## src/rtl/hdmux3_rr_sel.sv

```systemverilog
// Round-robin select generator for a 3:1 mux cell: registered SL0/SL1/GNT with
// bounded bursts of MAX_BEATS beats before priority rotates to the next input.
module hdmux3_rr_sel #(
  parameter int MAX_BEATS = 4,
  parameter int CNT_W     = 8
) (
  input  logic       CK,
  input  logic       R,
  input  logic [2:0] REQ,
  input  logic       ADV,
  output logic       SL0,
  output logic       SL1,
  output logic [2:0] GNT,
  output logic       VLD,
  output logic       LAST
);

  localparam logic [CNT_W-1:0] LAST_CNT = CNT_W'(MAX_BEATS - 1);

  typedef enum logic {IDLE, GRANT} state_t;

  state_t           state;
  logic [1:0]       ptr;
  logic [CNT_W-1:0] cnt;

  logic [1:0] cur;
  logic [1:0] nxt_ptr;
  logic [1:0] arb_ptr;
  logic [1:0] win;
  logic       any_req;
  logic       release_now;

  // First set request scanning upward from p, wrapping 2 -> 0.
  function automatic logic [1:0] pick(input logic [2:0] req, input logic [1:0] p);
    logic [1:0] o0, o1, o2;
    case (p)
      2'd1:    begin o0 = 2'd1; o1 = 2'd2; o2 = 2'd0; end
      2'd2:    begin o0 = 2'd2; o1 = 2'd0; o2 = 2'd1; end
      default: begin o0 = 2'd0; o1 = 2'd1; o2 = 2'd2; end
    endcase
    if (req[o0])      return o0;
    else if (req[o1]) return o1;
    else              return o2;
  endfunction

  function automatic logic [2:0] onehot(input logic [1:0] idx);
    case (idx)
      2'd1:    return 3'b010;
      2'd2:    return 3'b100;
      default: return 3'b001;
    endcase
  endfunction

  // The select flops double as the record of the current winner.
  assign cur         = {SL1, SL0};
  assign any_req     = |REQ;
  assign release_now = (state == GRANT) &&
                       (((REQ & GNT) == 3'b000) || (ADV && (cnt == LAST_CNT)));
  assign nxt_ptr     = (cur == 2'd2) ? 2'd0 : cur + 2'd1;
  assign arb_ptr     = release_now ? nxt_ptr : ptr;
  assign win         = pick(REQ, arb_ptr);
  assign LAST        = VLD && (cnt == LAST_CNT);

  always_ff @(posedge CK or posedge R) begin
    if (R) begin
      state <= IDLE;
      ptr   <= 2'd0;
      cnt   <= '0;
      SL0   <= 1'b0;
      SL1   <= 1'b0;
      GNT   <= 3'b000;
      VLD   <= 1'b0;
    end else begin
      case (state)
        IDLE: begin
          if (any_req) begin
            state      <= GRANT;
            GNT        <= onehot(win);
            {SL1, SL0} <= win;
            VLD        <= 1'b1;
            cnt        <= '0;
          end else begin
            GNT <= 3'b000;
            VLD <= 1'b0;
          end
        end
        GRANT: begin
          if (release_now) begin
            ptr <= nxt_ptr;
            cnt <= '0;
            // Zero-bubble handover when anyone is still asking; selects hold otherwise.
            if (any_req) begin
              GNT        <= onehot(win);
              {SL1, SL0} <= win;
            end else begin
              state <= IDLE;
              GNT   <= 3'b000;
              VLD   <= 1'b0;
            end
          end else if (ADV) begin
            cnt <= cnt + CNT_W'(1);
          end
        end
      endcase
    end
  end

endmodule
```

## config.mk

```make
export PLATFORM = sky130hd
export DESIGN_NAME = hdmux3_rr_sel
export DESIGN_NICKNAME = d
export VERILOG_FILES = /design/src/rtl/hdmux3_rr_sel.sv
export SDC_FILE = /design/constraint.sdc
export NUM_CORES = 1
export LEC_CHECK = 0
export CAP_MARGIN = 20
export CORE_MARGIN = 2
export CORE_UTILIZATION = 57
export DETAILED_ROUTE_END_ITERATION = 16
export PLACE_DENSITY = 0.82
export RECOVER_POWER = 50
export SLEW_MARGIN = 20
export SYNTH_ARGS = -nofsm -noshare
export SYNTH_HDL_FRONTEND = slang
export SYNTH_SLANG_ARGS = --single-unit
export TNS_END_PERCENT = 5
```

## constraint.sdc

```tcl
create_clock -name CK -period 5.93 [get_ports CK]
set_input_delay 1.186 -clock CK [delete_from_list [all_inputs] [get_ports CK]]
set_output_delay 1.186 -clock CK [all_outputs]
set_load 0.01 [all_outputs]
```

==> impl_metrics.tcl, run 1 <==
set metrics [dict create \
    post_drt_wl_per_cell_um 14.9 \
    fp.dieH_um 45.4 \
    drv_slew 0 \
    required_ps 6150 \
    dr.pass1.iters 5 \
    finalSetupViolations 0 \
    worst_pin_slew_ps 847 \
    synthTopCellsByCount "dfrtp_1 (17), nand2_1 (12), o21ai_0 (8)" \
    gp_congestion 0.813 \
    vdd_drop_max_mv 0.251 \
    dp_hpwl_um 1510 \
    min_period_over_period 0.751 \
    coreArea_um2 1560 \
    ios 13 \
    p_leak_nw 0.512 \
    grt_max_degree 18 \
    post_cts_buffers 0 \
    timing.slew.headroom 0.435 \
    outcome "finished, final reports clean" \
    first_global_vias 802 \
    synthArstFlopShare 1.00 \
    end_kind "flop" \
    cts.path.max_buffers 2 \
    cellPowerDensity_nw_per_um2 421 \
    finish.utilization 0.738 \
    holdCritPathClass "reg2reg" \
    n_fill_cell 121 \
    row_count 14 \
    synth_enable_flop_cells 0 \
    mappedNetlistArea_um2 978 \
    clock_latency_ps 290 \
    synth_ff_type "dfrtp_1" \
    grt_antenna_before_repair 0 \
    drt_drc_violations_left 0 \
    die_w_um 45.4 \
    synth.top_cell.area_share 0.435 \
    drive_gt1_frac 0.110 \
    ant_nets 0 \
    ys_types 32 \
    p_total_uw 485 \
    synth_top_cell_by_area "dfrtp_1" \
    synth_seq_cells 17 \
    fin_ws_ps 1480 \
    drt_iter0_drc 37 \
    antennaDiodeCount 0 \
    grt_pass1_wl_um 3510 \
    vias 824 \
    layout.nets 130 \
    max-cap-violations 0 \
    rsz0062_at_grt "no" \
    cts-hold-fix-buffers 0 \
    avgViaCountPerCell 6.15 \
    cts_root_buf "clkbuf_4" \
    initial_utilization 0.628 \
    grt_usage 0.230 \
    critical_path_class "in2reg" \
    dp_slack_ps 1330 \
    h-tree-depth 1 \
    p_switching_uw 192 \
    syn_inst 102 \
    combPwrFrac 0.527 \
    fin_setup_tns_ps 0 \
    port_buffers 12 \
    period_minus_slack_ps 4450 \
    setup.worst_path.start "REQ[0]" \
    power_frac_seq 0.341 \
    min_from "VLD" \
    clkTransAtPathRegs_ps 100 \
    wl_um 2000 \
    cp-start-kind "input pin" \
    clock_skew_ps 1.92 \
    post_cts_resized 0 \
    synth-seq-area-share 0.435 \
    dieArea_um2 2060 \
    crit_fanout 8 \
    cts_made_buffers 3 \
    clock_power_share 0.132 \
    cts_tree "built" \
    max_freq_ghz 0.225 \
    worstPathArrival_ps 4670 \
    grt-ovfl-total 0 \
    synth.avg_cell_area_um2 9.59 \
    post-synth-top-count-cell "dfrtp_1" \
    r2r_start "GNT[0]" \
    syn-num-nets 113 \
    synthTopCellsByArea "dfrtp_1 (43%), mux2_2 (6.9%), ha_1 (6.4%)" \
    post_layout_nonfiller_instances 134 \
    cts.sinks 17 \
    dpl.cell_count 130 \
    switching_share 0.397 \
    syn2layout_area_growth_pct 17.5 \
    hold_viol_final 0 \
    ys.warnings.count 0 \
    intPower_uw 292 \
]
-- layout by cell type (no fill, tap or decap), types with 2 or more instances in the layout --
cell type,Yosys,final
a21oi_1,4,4
or4_1,2,2
ha_1,5,5
nor2_1,6,6
mux2i_1,2,2
a222oi_1,2,2
o211ai_1,2,2
nand2_1,12,12
xor2_1,2,2
nand2b_1,3,3
dlygate4sd3_1,0,3
dfrtp_1,17,17
nand3_1,4,4
clkbuf_4,0,3
and3_1,3,3
o21ai_0,8,8
nor3_1,2,2
clkdlybuf4s50_1,0,9
or3_1,2,2
inv_1,6,6
mux2_2,6,6
-- layout make-up --
class	instances	area [µm²]	share of cell area
multi-input combinational	78	527	0.458
inverter	6	22.5	0.0196
tap	16	20.0	0.0174
timing repair buffer	13	128	0.111
clock inverter	1	5.00	0.00435
sequential	17	425	0.370
clock buffer	3	22.5	0.0196
-- power groups by stage --
stage	logic (mW)	registers [mW]	clock network, mW
2_1_floorplan	0.174	0.169	0
3_3_place_gp	0.242	0.166	0
3_5_place_dp	0.254	0.168	0
4_1_cts	0.255	0.165	0.0638
5_1_grt	0.291	0.170	0.0676
6_report	0.255	0.165	0.0641
-- through the flow --
step,cell area [µm²],hold slack (ps)
2_1_floorplan,978,468
3_3_place_gp,1120,482
3_5_place_dp,1120,488
4_1_cts,1150,514
5_1_grt,1150,522
6_report,1150,509
-- sequential cells by signal, summed over array words and instances (netlist names) --
name and flops:
ptr 2, cnt 8, GNT 3, SL0 1, SL1 1, VLD 1
state 1
-- worst max-delay path, cell delays in order --
cell and delay [ps]:
dlygate4sd3_1 600, a222oi_1 790, o21ai_1 370, mux2_2 360
ha_1 260, nand2b_1 170, a22oi_1 190, o221a_2 260
inv_1 50, ha_1 260, nand2_1 40, o21ai_0 140
-- kinds of logic (layout without fill, tap and decap cells) --
kind of cell / after synthesis / in the layout / synth area share
AND/OR/NAND/NOR: 38 / 38 / 0.196
AO/OA/AOI/OAI: 25 / 25 / 0.171
flip-flops: 17 / 17 / 0.435
multiplexers: 8 / 8 / 0.0895
buffers and inverters: 7 / 23 / 0.0268
adder cells (fa/ha/maj): 5 / 5 / 0.0639
XOR/XNOR: 2 / 2 / 0.0179
-- metal layers --
layer | global-route usage | routed length (µm)
met1 | 0.340 | 988
met3 | 0.0238 | 98
met4 | 0.0529 | 18
met5 | 0 | 0
met2 | 0.363 | 897
-- path summary, 6_finish.rpt --
| kind | slack, ps | endpoint | cells past startpoint |
|---|---|---|---|
| worst max-delay path | 1480 | GNT[0] | 12 |
| min in group asynchronous | 1410 | SL1 | 2 |
| worst max register to register | 2580 | GNT[0] | 11 |
| worst min-delay path | 510 | VLD | 1 |
| max in group asynchronous | 4110 | VLD | 2 |
| worst min register to register | 510 | VLD | 1 |
Power figures use the tool's default switching activity.
==> run 2: changes to the inputs <==
--- a/config.mk
+++ b/config.mk
@@ -7,9 +7,9 @@
 export LEC_CHECK = 0
 export CAP_MARGIN = 20
 export CORE_MARGIN = 2
-export CORE_UTILIZATION = 57
+export CORE_UTILIZATION = 53
 export DETAILED_ROUTE_END_ITERATION = 16
-export PLACE_DENSITY = 0.82
+export PLACE_DENSITY = 0.77
 export RECOVER_POWER = 50
 export SLEW_MARGIN = 20
 export SYNTH_ARGS = -nofsm -noshare
==> constraint.sdc (replaced) <==
create_clock -name CK -period 4.22 [get_ports CK]
set_input_delay 0.844 -clock CK [delete_from_list [all_inputs] [get_ports CK]]
set_output_delay 0.844 -clock CK [all_outputs]
set_load 0.01 [all_outputs]
==> run 2 against run 1 <==
- register-to-register slack worse by 1700 ps
- die area increased by 6.9%
- setup slack lost 920 ps
- clock power is 43% higher
==> impl_metrics.tcl, run 2 (synthesized netlist as in run 1, its figures left out) <==
set metrics [dict create \
    crit_path_frequent_cell "ha_1" \
    cellPowerDensity_nw_per_um2 583 \
    ant_nets 0 \
    h-tree-depth 1 \
    holdCritPathClass "reg2reg" \
    first_global_vias 710 \
    r2r-end "GNT[0]" \
    highest_layer "met4" \
    cts_root_buf "clkbuf_4" \
    die_w_um 47.0 \
    cts-hold-fix-buffers 0 \
    dieArea_um2 2210 \
    hold_viol_final 0 \
    wl_met1_um 944 \
    grt_max_degree 18 \
    crit_fanout 8 \
    layout.nets 131 \
    worstPathArrival_ps 3890 \
    coreArea_um2 1730 \
    min_period_over_period 0.866 \
    cp-start-kind "input pin" \
    dr.pass1.iters 4 \
    post_cts_buffers 0 \
    p_leak_nw 0.514 \
    cts_tree "built" \
    slowest_delay_ps 600 \
    cts_made_buffers 3 \
    cp.buffers_inverters 2 \
    clock_skew_ps 6.08 \
    post_drt_wl_per_cell_um 13.5 \
    final_common_cell "dfrtp_1" \
    syn2layout_area_growth_pct 19.3 \
    grt_antenna_before_repair 0 \
    reg2regPathDepth 13 \
    timing.slew.headroom 0.564 \
    met2WireLength_um 889 \
    end_kind "flop" \
    crit_slowest_cell "dlygate4sd3_1" \
    antennaDiodeCount 0 \
    fin_setup_tns_ps 0 \
    cts.path.max_buffers 2 \
    max-cap-violations 0 \
    clock_latency_ps 300 \
    fp.dieH_um 47.0 \
    gp_congestion 0.828 \
    largest_register_ffs 8 \
    dp_hpwl_um 1440 \
    initial_utilization 0.567 \
    rsz0062_at_grt "no" \
    setup.worst_path.start "REQ[0]" \
    required_ps 4450 \
    vdd_drop_max_mv 0.395 \
    outcome "finished, final reports clean" \
    drt_iter0_drc 32 \
    critical_path_class "in2reg" \
    grt-ovfl-total 0 \
    drive_gt1_frac 0.109 \
    ios 13 \
    min_from "VLD" \
    worst_pin_slew_ps 653 \
    reg2reg_slack_ps 880 \
    grt_pass1_wl_um 3090 \
    wl_um 1940 \
    cp_cell_sequence "dlygate4sd3_1 > a222oi_1 > o21ai_1 > mux2_2 > ha_1 > nand2b_1 > a22oi_1 > o221a_2 > inv_1 > ha_1 > nand2_1 > o21ai_0" \
    period_minus_slack_ps 3660 \
    r2r_start "cnt[0]" \
    met3_length_um 76 \
    avgViaCountPerCell 5.74 \
    hold_end "VLD" \
    whs_path_depth 1 \
    row_count 15 \
    regMostFlops "cnt" \
    largestRegisters "cnt (8), GNT (3), ptr (2)" \
    post_cts_resized 0 \
    final_cell_mix "dfrtp_1 (17), nand2_1 (12), clkdlybuf4s50_1 (9)" \
    port_buffers 12 \
    drv_slew 0 \
    cpLargestDelayFamily "compound AO/OA/AOI/OAI gates" \
    finalSetupViolations 0 \
    max_freq_ghz 0.273 \
    whs_ps 506 \
    clkTransAtPathRegs_ps 100 \
    drt_drc_violations_left 0 \
    cts.sinks 17 \
    vias 826 \
    grt_usage 0.199 \
]
## run 2: layout make-up
| class | instances | area, µm² |
|---|---|---|
| fillers | 135 | 559 |
| multi-input cells | 78 | 527 |
| flip-flops and latches | 17 | 425 |
| repair buffers | 14 | 135 |
| well taps | 25 | 31.3 |
| clock buffers | 4 | 26.3 |
| inverters | 6 | 22.5 |
## run 2: worst max path at each step
stage / to / slack, ps / cells after the start
global route: GNT[0] / 350 / 12
CTS: GNT[0] / 630 / 12
detailed placement: GNT[0] / 310 / 12
global placement: GNT[0] / 390 / 12
finish: GNT[0] / 560 / 12
floorplan: GNT[0] / 790 / 11
## run 2: metal layers
metal | up-vias | global-route usage
met5 | - | 0
met4 | 0 | 0.0833
met3 | 5 | 0.0385
met2 | 20 | 0.293
met1 | 392 | 0.286
li1 | 409 | -
## run 2: power by group
part	internal, mW	leakage [nW]	switching [mW]
Combinational	0.177	0.278	0.181
Clock	0.0369	0.0150	0.0546
Sequential	0.202	0.220	0.0289
Total	0.416	0.514	0.265
## run 2: through the flow
step	power, mW	util	std cells	worst slack [ps]	cell area (µm²)
2_1_floorplan	0.482	-	102	787	978
3_3_place_gp	0.577	0.661	140	395	1140
3_5_place_dp	0.594	0.661	140	313	1140
4_1_cts	0.685	0.676	144	626	1170
5_1_grt	0.742	0.676	144	346	1170
6_report	0.680	0.676	144	564	1170
## run 2: worst register-to-register path: cells and delay by family, from the launching register on
family / cells / cell delay (ps)
mux: 1 / 410
simple gates: 4 / 570
flops: 1 / 420
buf+inv: 1 / 50
fa+ha+maj: 3 / 770
compound gates: 4 / 1060
==> run 3: changes to the inputs <==
--- a/config.mk
+++ b/config.mk
@@ -9,6 +9,7 @@
 export CORE_MARGIN = 2
 export CORE_UTILIZATION = 53
 export DETAILED_ROUTE_END_ITERATION = 16
+export GPL_ROUTABILITY_DRIVEN = 0
 export PLACE_DENSITY = 0.77
 export RECOVER_POWER = 50
 export SLEW_MARGIN = 20
==> results of run 3 <==
No change in the layout: final DEF, timing and power equal those of run 2.
